[src/rtl/if_fetch_pkg.sv]
// Shared widths, constants and small helpers for the instruction fetch stage.
// Imported by the fetch interface, the instruction buffer and the fetch top.
package if_fetch_pkg;

   localparam int DATA_WIDTH        = 32;
   localparam int INST_ADDR_WIDTH   = 32;
   localparam int IF_FIFO_MAX_DEPTH = 4;
   localparam int IF_CNT_W          = $clog2(IF_FIFO_MAX_DEPTH + 1);
   localparam int IF_PTR_W          = $clog2(IF_FIFO_MAX_DEPTH);

   localparam logic [DATA_WIDTH-1:0] INST_NOP = 32'h0000_0013;

   typedef logic [IF_CNT_W-1:0]        if_cnt_t;
   typedef logic [INST_ADDR_WIDTH-1:0] if_addr_t;
   typedef logic [DATA_WIDTH-1:0]      if_data_t;

   // Sequential fetch address; 32'hFFFF_FFFC rolls over to 0.
   function automatic if_addr_t pc_incr(input if_addr_t pc);
      return pc + 32'd4;
   endfunction

   function automatic if_addr_t word_align(input if_addr_t addr);
      return addr & ~32'h3;
   endfunction

endpackage

[src/rtl/if_fetch_if.sv]
// Fetch-stage bus bundle: instruction memory port, redirect from execute and
// the valid/ready instruction stream to decode.
interface if_fetch_if;
   import if_fetch_pkg::*;

   logic     imem_req_o;
   if_addr_t imem_addr_o;
   logic     imem_gnt_i;
   logic     imem_rvalid_i;
   if_data_t imem_rdata_i;
   logic     jump_i;
   if_addr_t jump_addr_i;
   logic     inst_valid_o;
   logic     inst_ready_i;
   if_data_t inst_o;
   if_addr_t inst_addr_o;

   modport master (
      output imem_req_o, imem_addr_o, inst_valid_o, inst_o, inst_addr_o,
      input  imem_gnt_i, imem_rvalid_i, imem_rdata_i, jump_i, jump_addr_i,
             inst_ready_i
   );

   modport slave (
      input  imem_req_o, imem_addr_o, inst_valid_o, inst_o, inst_addr_o,
      output imem_gnt_i, imem_rvalid_i, imem_rdata_i, jump_i, jump_addr_i,
             inst_ready_i
   );

endinterface

[src/rtl/if_fifo.sv]
// Instruction buffer: synchronous FIFO of {instruction, pc} pairs with
// push/pop/flush. Flush empties the buffer and takes priority over pop.
module if_fifo
   import if_fetch_pkg::*;
#(
   parameter int DEPTH = 2
) (
   input  logic     clk,
   input  logic     rst,
   input  logic     push,
   input  if_data_t push_data,
   input  if_addr_t push_addr,
   input  logic     pop,
   input  logic     flush,
   output if_data_t head_data,
   output if_addr_t head_addr,
   output if_cnt_t  count,
   output logic     empty
);

   localparam logic [IF_PTR_W-1:0] LAST = IF_PTR_W'(DEPTH - 1);

   if_data_t            data_mem [IF_FIFO_MAX_DEPTH];
   if_addr_t            addr_mem [IF_FIFO_MAX_DEPTH];
   logic [IF_PTR_W-1:0] wr_ptr;
   logic [IF_PTR_W-1:0] rd_ptr;

   function automatic logic [IF_PTR_W-1:0] ptr_next(input logic [IF_PTR_W-1:0] p);
      return (p == LAST) ? '0 : p + 1'b1;
   endfunction

   always_ff @(posedge clk) begin
      if (rst || flush) begin
         wr_ptr <= '0;
         rd_ptr <= '0;
         count  <= '0;
      end else begin
         if (push) wr_ptr <= ptr_next(wr_ptr);
         if (pop)  rd_ptr <= ptr_next(rd_ptr);
         count <= count + if_cnt_t'(push) - if_cnt_t'(pop);
      end
   end

   // Payload storage carries no reset; occupancy is tracked by count alone.
   always_ff @(posedge clk) begin
      if (push && !flush) begin
         data_mem[wr_ptr] <= push_data;
         addr_mem[wr_ptr] <= push_addr;
      end
   end

   assign head_data = data_mem[rd_ptr];
   assign head_addr = addr_mem[rd_ptr];
   assign empty     = (count == '0);

endmodule

[src/rtl/if_fetch.sv]
// RV32 instruction fetch: PC, credit-limited memory requests, wrong-path
// discard after redirect. IF_PREFETCH_EN enables FIFO_DEPTH outstanding fetches.
module if_fetch
   import if_fetch_pkg::*;
#(
   parameter logic [INST_ADDR_WIDTH-1:0] RESET_PC   = 32'h0000_0000,
   parameter int                         FIFO_DEPTH = 2
) (
   input  logic          clk,
   input  logic          rst,
   if_fetch_if.master    bus
);

`ifdef IF_PREFETCH_EN
   localparam int DEPTH = FIFO_DEPTH;
`else
   // Fetch-one-at-a-time: one credit and a single buffer slot whatever FIFO_DEPTH says.
   localparam int DEPTH = (FIFO_DEPTH > 0) ? 1 : 1;
`endif

   if_addr_t pc_q,          pc_n;
   if_addr_t rsp_pc_q,      rsp_pc_n;
   if_cnt_t  outstanding_q, outstanding_n;
   if_cnt_t  discard_q,     discard_n;

   if_cnt_t           fifo_count;
   logic              fifo_empty;
   logic              fifo_push;
   logic              fifo_pop;
   if_data_t          head_data;
   if_addr_t          head_addr;
   logic [IF_CNT_W:0] in_use;
   logic              credit_ok;
   logic              gnt_fire;

   assign in_use    = {1'b0, outstanding_q} + {1'b0, fifo_count};
   assign credit_ok = (in_use < (IF_CNT_W + 1)'(DEPTH));

   assign bus.imem_req_o  = !rst && !bus.jump_i && credit_ok;
   assign bus.imem_addr_o = pc_q;
   assign gnt_fire        = bus.imem_req_o && bus.imem_gnt_i;

   assign fifo_push = bus.imem_rvalid_i && (discard_q == '0) && !bus.jump_i;
   assign fifo_pop  = bus.inst_valid_o && bus.inst_ready_i && !bus.jump_i;

   assign bus.inst_valid_o = !fifo_empty;
   assign bus.inst_o       = fifo_empty ? INST_NOP : head_data;
   assign bus.inst_addr_o  = fifo_empty ? RESET_PC : head_addr;

   always_comb begin
      pc_n          = pc_q;
      rsp_pc_n      = rsp_pc_q;
      outstanding_n = outstanding_q + if_cnt_t'(gnt_fire) - if_cnt_t'(bus.imem_rvalid_i);
      discard_n     = discard_q;

      if (gnt_fire)
         pc_n = pc_incr(pc_q);
      // Responses return in order, so the PC of the next kept response is sequential.
      if (fifo_push)
         rsp_pc_n = pc_incr(rsp_pc_q);
      if (bus.imem_rvalid_i && (discard_q != '0))
         discard_n = discard_q - 1'b1;

      // Responses already marked for discard are still part of outstanding, so
      // after a redirect every response still in flight is dropped exactly once.
      if (bus.jump_i) begin
         pc_n      = word_align(bus.jump_addr_i);
         rsp_pc_n  = word_align(bus.jump_addr_i);
         discard_n = outstanding_q - if_cnt_t'(bus.imem_rvalid_i);
      end
   end

   always_ff @(posedge clk) begin
      if (rst) begin
         pc_q          <= RESET_PC;
         rsp_pc_q      <= RESET_PC;
         outstanding_q <= '0;
         discard_q     <= '0;
      end else begin
         pc_q          <= pc_n;
         rsp_pc_q      <= rsp_pc_n;
         outstanding_q <= outstanding_n;
         discard_q     <= discard_n;
      end
   end

   if_fifo #(
      .DEPTH (DEPTH)
   ) u_fifo (
      .clk       (clk),
      .rst       (rst),
      .push      (fifo_push),
      .push_data (bus.imem_rdata_i),
      .push_addr (rsp_pc_q),
      .pop       (fifo_pop),
      .flush     (bus.jump_i),
      .head_data (head_data),
      .head_addr (head_addr),
      .count     (fifo_count),
      .empty     (fifo_empty)
   );

endmodule

[src/flat_wrapper.sv]
// flat-port wrapper written by rule: the top's interface ports become plain ports
module if_fetch_flat import if_fetch_pkg::*;
#(
   parameter logic [INST_ADDR_WIDTH-1:0] RESET_PC   = 32'h0000_0000,
   parameter int                         FIFO_DEPTH = 2
)
  (clk, rst, bus_imem_req_o, bus_imem_addr_o, bus_inst_valid_o, bus_inst_o, bus_inst_addr_o, bus_imem_gnt_i, bus_imem_rvalid_i, bus_imem_rdata_i, bus_jump_i, bus_jump_addr_i, bus_inst_ready_i);
  if_fetch_if bus_i ();
  input  logic clk;
  input  logic rst;
  output wire logic [$bits(bus_i.imem_req_o)-1:0] bus_imem_req_o;
  output wire logic [$bits(bus_i.imem_addr_o)-1:0] bus_imem_addr_o;
  output wire logic [$bits(bus_i.inst_valid_o)-1:0] bus_inst_valid_o;
  output wire logic [$bits(bus_i.inst_o)-1:0] bus_inst_o;
  output wire logic [$bits(bus_i.inst_addr_o)-1:0] bus_inst_addr_o;
  input wire logic [$bits(bus_i.imem_gnt_i)-1:0] bus_imem_gnt_i;
  input wire logic [$bits(bus_i.imem_rvalid_i)-1:0] bus_imem_rvalid_i;
  input wire logic [$bits(bus_i.imem_rdata_i)-1:0] bus_imem_rdata_i;
  input wire logic [$bits(bus_i.jump_i)-1:0] bus_jump_i;
  input wire logic [$bits(bus_i.jump_addr_i)-1:0] bus_jump_addr_i;
  input wire logic [$bits(bus_i.inst_ready_i)-1:0] bus_inst_ready_i;
  assign bus_imem_req_o = bus_i.imem_req_o;
  assign bus_imem_addr_o = bus_i.imem_addr_o;
  assign bus_inst_valid_o = bus_i.inst_valid_o;
  assign bus_inst_o = bus_i.inst_o;
  assign bus_inst_addr_o = bus_i.inst_addr_o;
  assign bus_i.imem_gnt_i = bus_imem_gnt_i;
  assign bus_i.imem_rvalid_i = bus_imem_rvalid_i;
  assign bus_i.imem_rdata_i = bus_imem_rdata_i;
  assign bus_i.jump_i = bus_jump_i;
  assign bus_i.jump_addr_i = bus_jump_addr_i;
  assign bus_i.inst_ready_i = bus_inst_ready_i;
  if_fetch #(.RESET_PC(RESET_PC), .FIFO_DEPTH(FIFO_DEPTH)) u_core (.clk(clk), .rst(rst), .bus(bus_i));
endmodule
[config.mk]
export PLATFORM = sky130hd
export DESIGN_NAME = if_fetch_flat
export DESIGN_NICKNAME = d
export VERILOG_FILES = /design/src/rtl/if_fetch_pkg.sv /design/src/rtl/if_fetch_if.sv /design/src/rtl/if_fifo.sv /design/src/rtl/if_fetch.sv /design/src/flat_wrapper.sv
export SDC_FILE = /design/constraint.sdc
export NUM_CORES = 1
export LEC_CHECK = 0
export CAP_MARGIN = 40
export CELL_PAD_IN_SITES_DETAIL_PLACEMENT = 0
export CELL_PAD_IN_SITES_GLOBAL_PLACEMENT = 1
export CORE_AREA = 2 2 177 179
export DETAILED_ROUTE_END_ITERATION = 7
export DIE_AREA = 0 0 179 181
export PLACE_DENSITY = 0.77
export SYNTH_ARGS = -nofsm -noshare
export SYNTH_HDL_FRONTEND = slang
export SYNTH_SLANG_ARGS = --single-unit
[constraint.sdc]
create_clock -name clk -period 4.2 [get_ports clk]
set_input_delay 0.84 -clock clk [delete_from_list [all_inputs] [get_ports clk]]
set_output_delay 0.84 -clock clk [all_outputs]
set_load 0.005 [all_outputs]
**Yosys cells after proc, flatten, opt, wreduce, memory -nomap -nowiden**

Memories as Yosys holds them, arrays and structs flattened. A register that Yosys moved wholly into a read port is not among the register bits.
Index checks and enable logic that the tools add are counted.

- Reductions and logical operators: 22
- Order comparisons: 1
- Multiplexer cells: 16
- Add/subtract/negate cells: 11

Operators with widths:

| operator | number |
|---|---|
| 32-bit 2-to-1 mux | 6 |
| 32-bit by 3-bit adder with 32-bit output, second input constant | 2 |
| 2-bit 2-to-1 mux | 6 |
| 1-bit logical AND | 9 |
| 3-bit by 1-bit subtractor with 3-bit output | 3 |
| 3-bit by 1-bit adder with 3-bit output | 2 |
| 3-bit logical NOT | 2 |
| 3-bit 2-to-1 mux | 2 |
| 2-bit nonzero test | 3 |
| 2-bit by 1-bit adder with 2-bit output, second input constant | 2 |
| 3-bit by 3-bit adder with 4-bit output | 1 |
| 2-bit logical NOT | 2 |
| 4-bit by 1-bit < comparator with 1-bit output, second input constant | 1 |
| 1-bit logical NOT | 3 |
| 3-bit nonzero test | 1 |
| 3-bit by 1-bit subtractor with 3-bit output, second input constant | 1 |
| 1-bit 2-to-1 mux | 2 |
| 2-bit OR reduction | 1 |
| 1-bit logical OR | 1 |

- RAM bits: 256
- Bits in registers: 77
- Output and inout port bits: 98
- Input bits: 70
- Logic and storage cells: 61
- Memories: 2

Memory list:

| name | depth | bits a word | rd ports | clocked after memory_dff | write ports | line | RTL |
|---|---|---|---|---|---|---|---|
| u_core.u_fifo.addr_mem | 4 | 32 | 1 | 1 | 1 | if_fifo.sv:24 | `if_addr_t addr_mem [IF_FIFO_MAX_DEPTH];` |
| u_core.u_fifo.data_mem | 4 | 32 | 1 | 1 | 1 | if_fifo.sv:23 | `if_data_t data_mem [IF_FIFO_MAX_DEPTH];` |

**Longest topological paths before layout**

- Depth after elaboration: 6
- Depth in mapped cells: 13

**Hierarchy**

A second synthesis with hierarchy kept.

- Cell total of the unflattened synthesis: 931
- Area, all modules: 14,044.7 um^2

By module, submodules not included:

| module | area an instance (um^2) | times used | cells an instance |
|---|---|---|---|
| if_fifo | 9,784.4 | 1 | 382 |
| if_fetch | 4,260.3 | 1 | 549 |

**Least setup slack after synthesis**

Ideal clock, no wire load.

- Kind: input to register
- Start point: in bus_jump_i
- End point: mem u_core.u_fifo.addr_mem[2][10] (netlist bit), enable pin
- Arrival: 3,171 ps
- Stages on the path: 5
- Setup time: 427 ps
- Path slack: 603 ps
- Cell sequence: clkbuf_1 -> inv_1 -> clkbuf_1 -> clkbuf_1 -> and3_1

- Cells in the longest elaborated chain, start to end: 5

RTL lines:

| element | line | RTL |
|---|---|---|
| start, declared | flat_wrapper.sv:19 | `input wire logic [$bits(bus_i.jump_i)-1:0] bus_jump_i;` |
| 1-bit logical NOT * | if_fifo.sv:46, if_fetch.sv:43 |  |
| 1-bit logical AND | if_fetch.sv:43 | `assign fifo_push = bus.imem_rvalid_i && (discard_q == '0) && !bus.jump_i;` |
| 1-bit logical AND * | if_fifo.sv:46 | `if (push && !flush) begin` |
| 1-bit 2-to-1 mux * | if_fifo.sv:46 |  |
| 1-bit 2-to-1 mux (not written as such) * | if_fifo.sv:48 | `addr_mem[wr_ptr] <= push_addr;` |
| end, declared | if_fifo.sv:24 |  |

Mark *: on every way between the ends. The rest lies on a longest branch, timed or not.

**Worst setup path in the final report**

- Start point: reg u_core.u_fifo.count[1]
- End point: out bus_inst_addr_o[29]

- Cells in the longest elaborated chain, start to end: 2

RTL lines:

| element | line | RTL |
|---|---|---|
| start, declared | if_fifo.sv:17 | `output if_cnt_t count,` |
| start signal, assigned | if_fifo.sv:40 | `count <= count + if_cnt_t'(push) - if_cnt_t'(pop);` |
| 3-bit logical NOT | if_fifo.sv:54 | `assign empty = (count == '0);` |
| 32-bit 2-to-1 mux | if_fetch.sv:48 | `assign bus.inst_addr_o = fifo_empty ? RESET_PC : head_addr;` |
| end, declared | flat_wrapper.sv:15 | `output wire logic [$bits(bus_i.inst_addr_o)-1:0] bus_inst_addr_o;` |

Every way passes these cells.

==> metrics.txt <==
largest net degree at the start of global routing 70; WL/cell slightly above 20 um; Max Slew Vio Count 0; setup violators final 0; fin area 0.0172 mm2; antenna violations before repair 1; Vias 8,529; initial core utilization 0.458; CTS Hold Buffers Added 0; post-synthesis cell area 0.0139 mm2; Synth cell types 66; I/O pin cnt 168; CTS resizes 0; Worst path top cell family by delay buffers and inverters; Max IR drop VDD between 0.2 and 0.3 mV; Placer Congestion 0.856; Root Buffer clkbuf_16; CP Cell Sequence nor3_1 > inv_1 > buf_4 > and2_1 > clkdlybuf4s50_1; Clock Sinks ~320; Post-Syn Instances 952; top-count cell post-synth edfxtp_1; GRT Resource Usage Total 0.198; CP max-delay cell nor3_1; register bit total from synthesis 323; combinational power share 0.083; async set-reset flop share out of synthesis 0; Flop pwr share 0.499; top cells by count, synth 248 x edfxtp_1, 75 x dfxtp_1, 64 x and2_1, 62 x mux4_2; Leakage 5.63 nW; max frequency roughly 270 MHz; 1st-pass router iterations 7; Worst slew margin 0.501; Post-Syn Area per Cell 14.6 um2; ANT nets after route 0; switching share of power 0.226; drt drc 0; unrepaired setup endpoints after global routing no; Seq/Total Area, Yosys 0.644; core region area 0.0303 mm2; r2r startpoint u_core.u_fifo.count[1]; CTS Buffer Depth 3; CTS Buf Count 35; Psw 1.65 mW; Worst setup EP type primary output; Tmin final 3770 ps; Tcrit/Tclk final 0.897; post-place setup slack around 840 ps; Placed Area 0.0161 mm2; Rows 64; Post-synth EDFFs 248; Pwr per Cell Area 425 mW/mm2; Die Y 181 um; Setup CP Type reg -> out; worst reg-to-reg setup slack 1350 ps; cell taking the most area after synthesis edfxtp_1; Clock transition at path regs roughly 60 ps; Post-CTS Setup Inserts 0; layout cells sized above 1 0.146; CP Launch Type flop; worst path buffer plus inverter count 3; worst-skew pair later-pin latency 520 ps; first-pass GRT wire length roughly 49,000 um; Post-synth top flop edfxtp_1; grt total ovfl 0; FF-to-FF End u_core.u_fifo.count[2]; Crit Path Max Fanout 49; CP Data Arrival Time slightly below 3000 ps; internal power 5.66 mW; Yosys warning count 0; Largest stage delay, worst path 610 ps; Avg Vias per Cell 5.52; sum of negative setup slack 0 ps; reg2reg path depth 10; Slew @ Worst Pin 748 ps; Port Buffers 161; worst min-delay path startpoint u_core.u_fifo.rd_ptr[0]; max_cap viols 0; post-synth top area share 0.536; vias in the first global route 8,468; dpl hpwl 21,300 um; Layout area overhead 23.9%; required time of the critical path between 3000 and 4000 ps; placed cell count 1,479; Final nets between 1,000 and 1,500; final hold viol count 0; Hold WC Path Type reg -> reg; clock share of power 0.418; CTS tree done; DIE AREA 0.0324 mm2; status finished, final reports clean; fin worst setup slack 434 ps; Pwr Total 7.31 mW; skew final 15.2 ps; H-Tree Depth 2; top post-synthesis cells by area edfxtp_1 54%, dfxtp_1 11%, mux4_2 10%, and2_1 2.9%, ha_1 1.7%; overall routed net length 31,700 um; Hold Worst Slack 478 ps; Layout Utilization 0.568; Die X-Extent approximately 180 um; Min-Delay Path Depth 2; final cell count without fillers 1,544; 1st-iter DRT viols 714
[registers in the layout, indices dropped and copies added (netlist names), named ones only]
| signal | flops |
|---|---|
| u_core.u_fifo.count | 3 |
| u_core.discard_q | 3 |
| u_core.rsp_pc_q | 30 |
| u_core.u_fifo.addr_mem | 120 |
| u_core.outstanding_q | 3 |
| u_core.u_fifo.wr_ptr | 2 |
| u_core.u_fifo.rd_ptr | 2 |
| u_core.u_fifo.data_mem | 128 |
| u_core.bus.imem_addr_o | 30 |
[logic make-up (layout without fill, tap and decap cells)]
| family | after synthesis | after routing | share of synthesized area |
|---|---|---|---|
| buf+inv | 88 | 280 | 0.0263 |
| compound gates | 126 | 126 | 0.0611 |
| simple gates | 295 | 295 | 0.124 |
| flops | 323 | 323 | 0.644 |
| fa+ha+maj | 22 | 22 | 0.0214 |
| other cells | 1 | 5 | 0.000270 |
| xor+xnor | 29 | 29 | 0.0183 |
| mux | 68 | 68 | 0.105 |
[how the worst max path moves through the flow]
stage                                 startpoint                       endpoint  cells after the start
final                     u_core.u_fifo.count[1]            bus_inst_addr_o[29]                      5
after detailed placement  u_core.u_fifo.count[1]            bus_inst_addr_o[29]                      5
after global routing      u_core.u_fifo.count[1]            bus_inst_addr_o[29]                      5
after floorplan                       bus_jump_i  u_core.u_fifo.addr_mem[2][10]                      5
after global placement    u_core.u_fifo.count[1]            bus_inst_addr_o[22]                      5
after CTS                 u_core.u_fifo.count[1]            bus_inst_addr_o[22]                      5
[layer usage]
metal	GRT usage	up-vias	wire length, um
met3	0.0372	39	1890
met1	0.285	4223	14300
li1	-	4017	-
met5	0	-	0
met4	0.0478	0	477
met2	0.314	250	15000
[cells in the final DEF (no fill, tap or decap), drive strengths merged, types with 6 or more instances in the layout]
| cell type | netlist | layout |
|---|---|---|
| buf | 21 | 22 |
| o22ai | 6 | 6 |
| nor3 | 20 | 20 |
| nand2b | 11 | 11 |
| dfxtp | 75 | 75 |
| or4 | 7 | 7 |
| or2 | 6 | 6 |
| a21oi | 39 | 39 |
| or3 | 6 | 6 |
| mux4 | 62 | 62 |
| clkinv | 1 | 12 |
| nand3 | 21 | 21 |
| a31oi | 8 | 8 |
| nand4 | 27 | 27 |
| nor2 | 44 | 44 |
| o31a | 9 | 9 |
| clkdlybuf4s50 | 0 | 159 |
| nor4 | 18 | 18 |
| and4 | 9 | 9 |
| nand2 | 43 | 43 |
| and2 | 64 | 64 |
| xnor2 | 24 | 24 |
| clkbuf | 32 | 48 |
| and3 | 12 | 12 |
| a21boi | 10 | 10 |
| o21ai | 9 | 9 |
| inv | 34 | 35 |
| a211oi | 15 | 15 |
| ha | 19 | 19 |
| edfxtp | 248 | 248 |
[power by group through the flow]
stage | clock network, mW | logic (mW) | registers (mW)
2_1_floorplan | 0 | 0.327 | 3.68
4_1_cts | 3.12 | 0.612 | 3.65
3_3_place_gp | 0 | 0.602 | 3.71
3_5_place_dp | 0 | 0.608 | 3.71
5_1_grt | 3.25 | 0.665 | 3.66
6_report | 3.06 | 0.607 | 3.65
[worst register-to-register path, cell delays in order (launching register included)]
cell and delay, ps:
dfxtp_1 340, nor3_1 610, inv_1 390, nand2_1 240, nor2_1 70, ha_1 290, inv_1 40, ha_1 180
fa_1 370, xnor2_1 160, nor2_1 50
[final cells by class]
cell class	instances	area, um2
inverter	35	131
clock buffer	48	998
fill	2417	13100
timing repair buffer	181	1880
tap	396	495
antenna	1	2.50
multi-input combinational	544	4600
clock inverter	16	166
sequential	323	8950
Power figures use the tool's default switching activity.
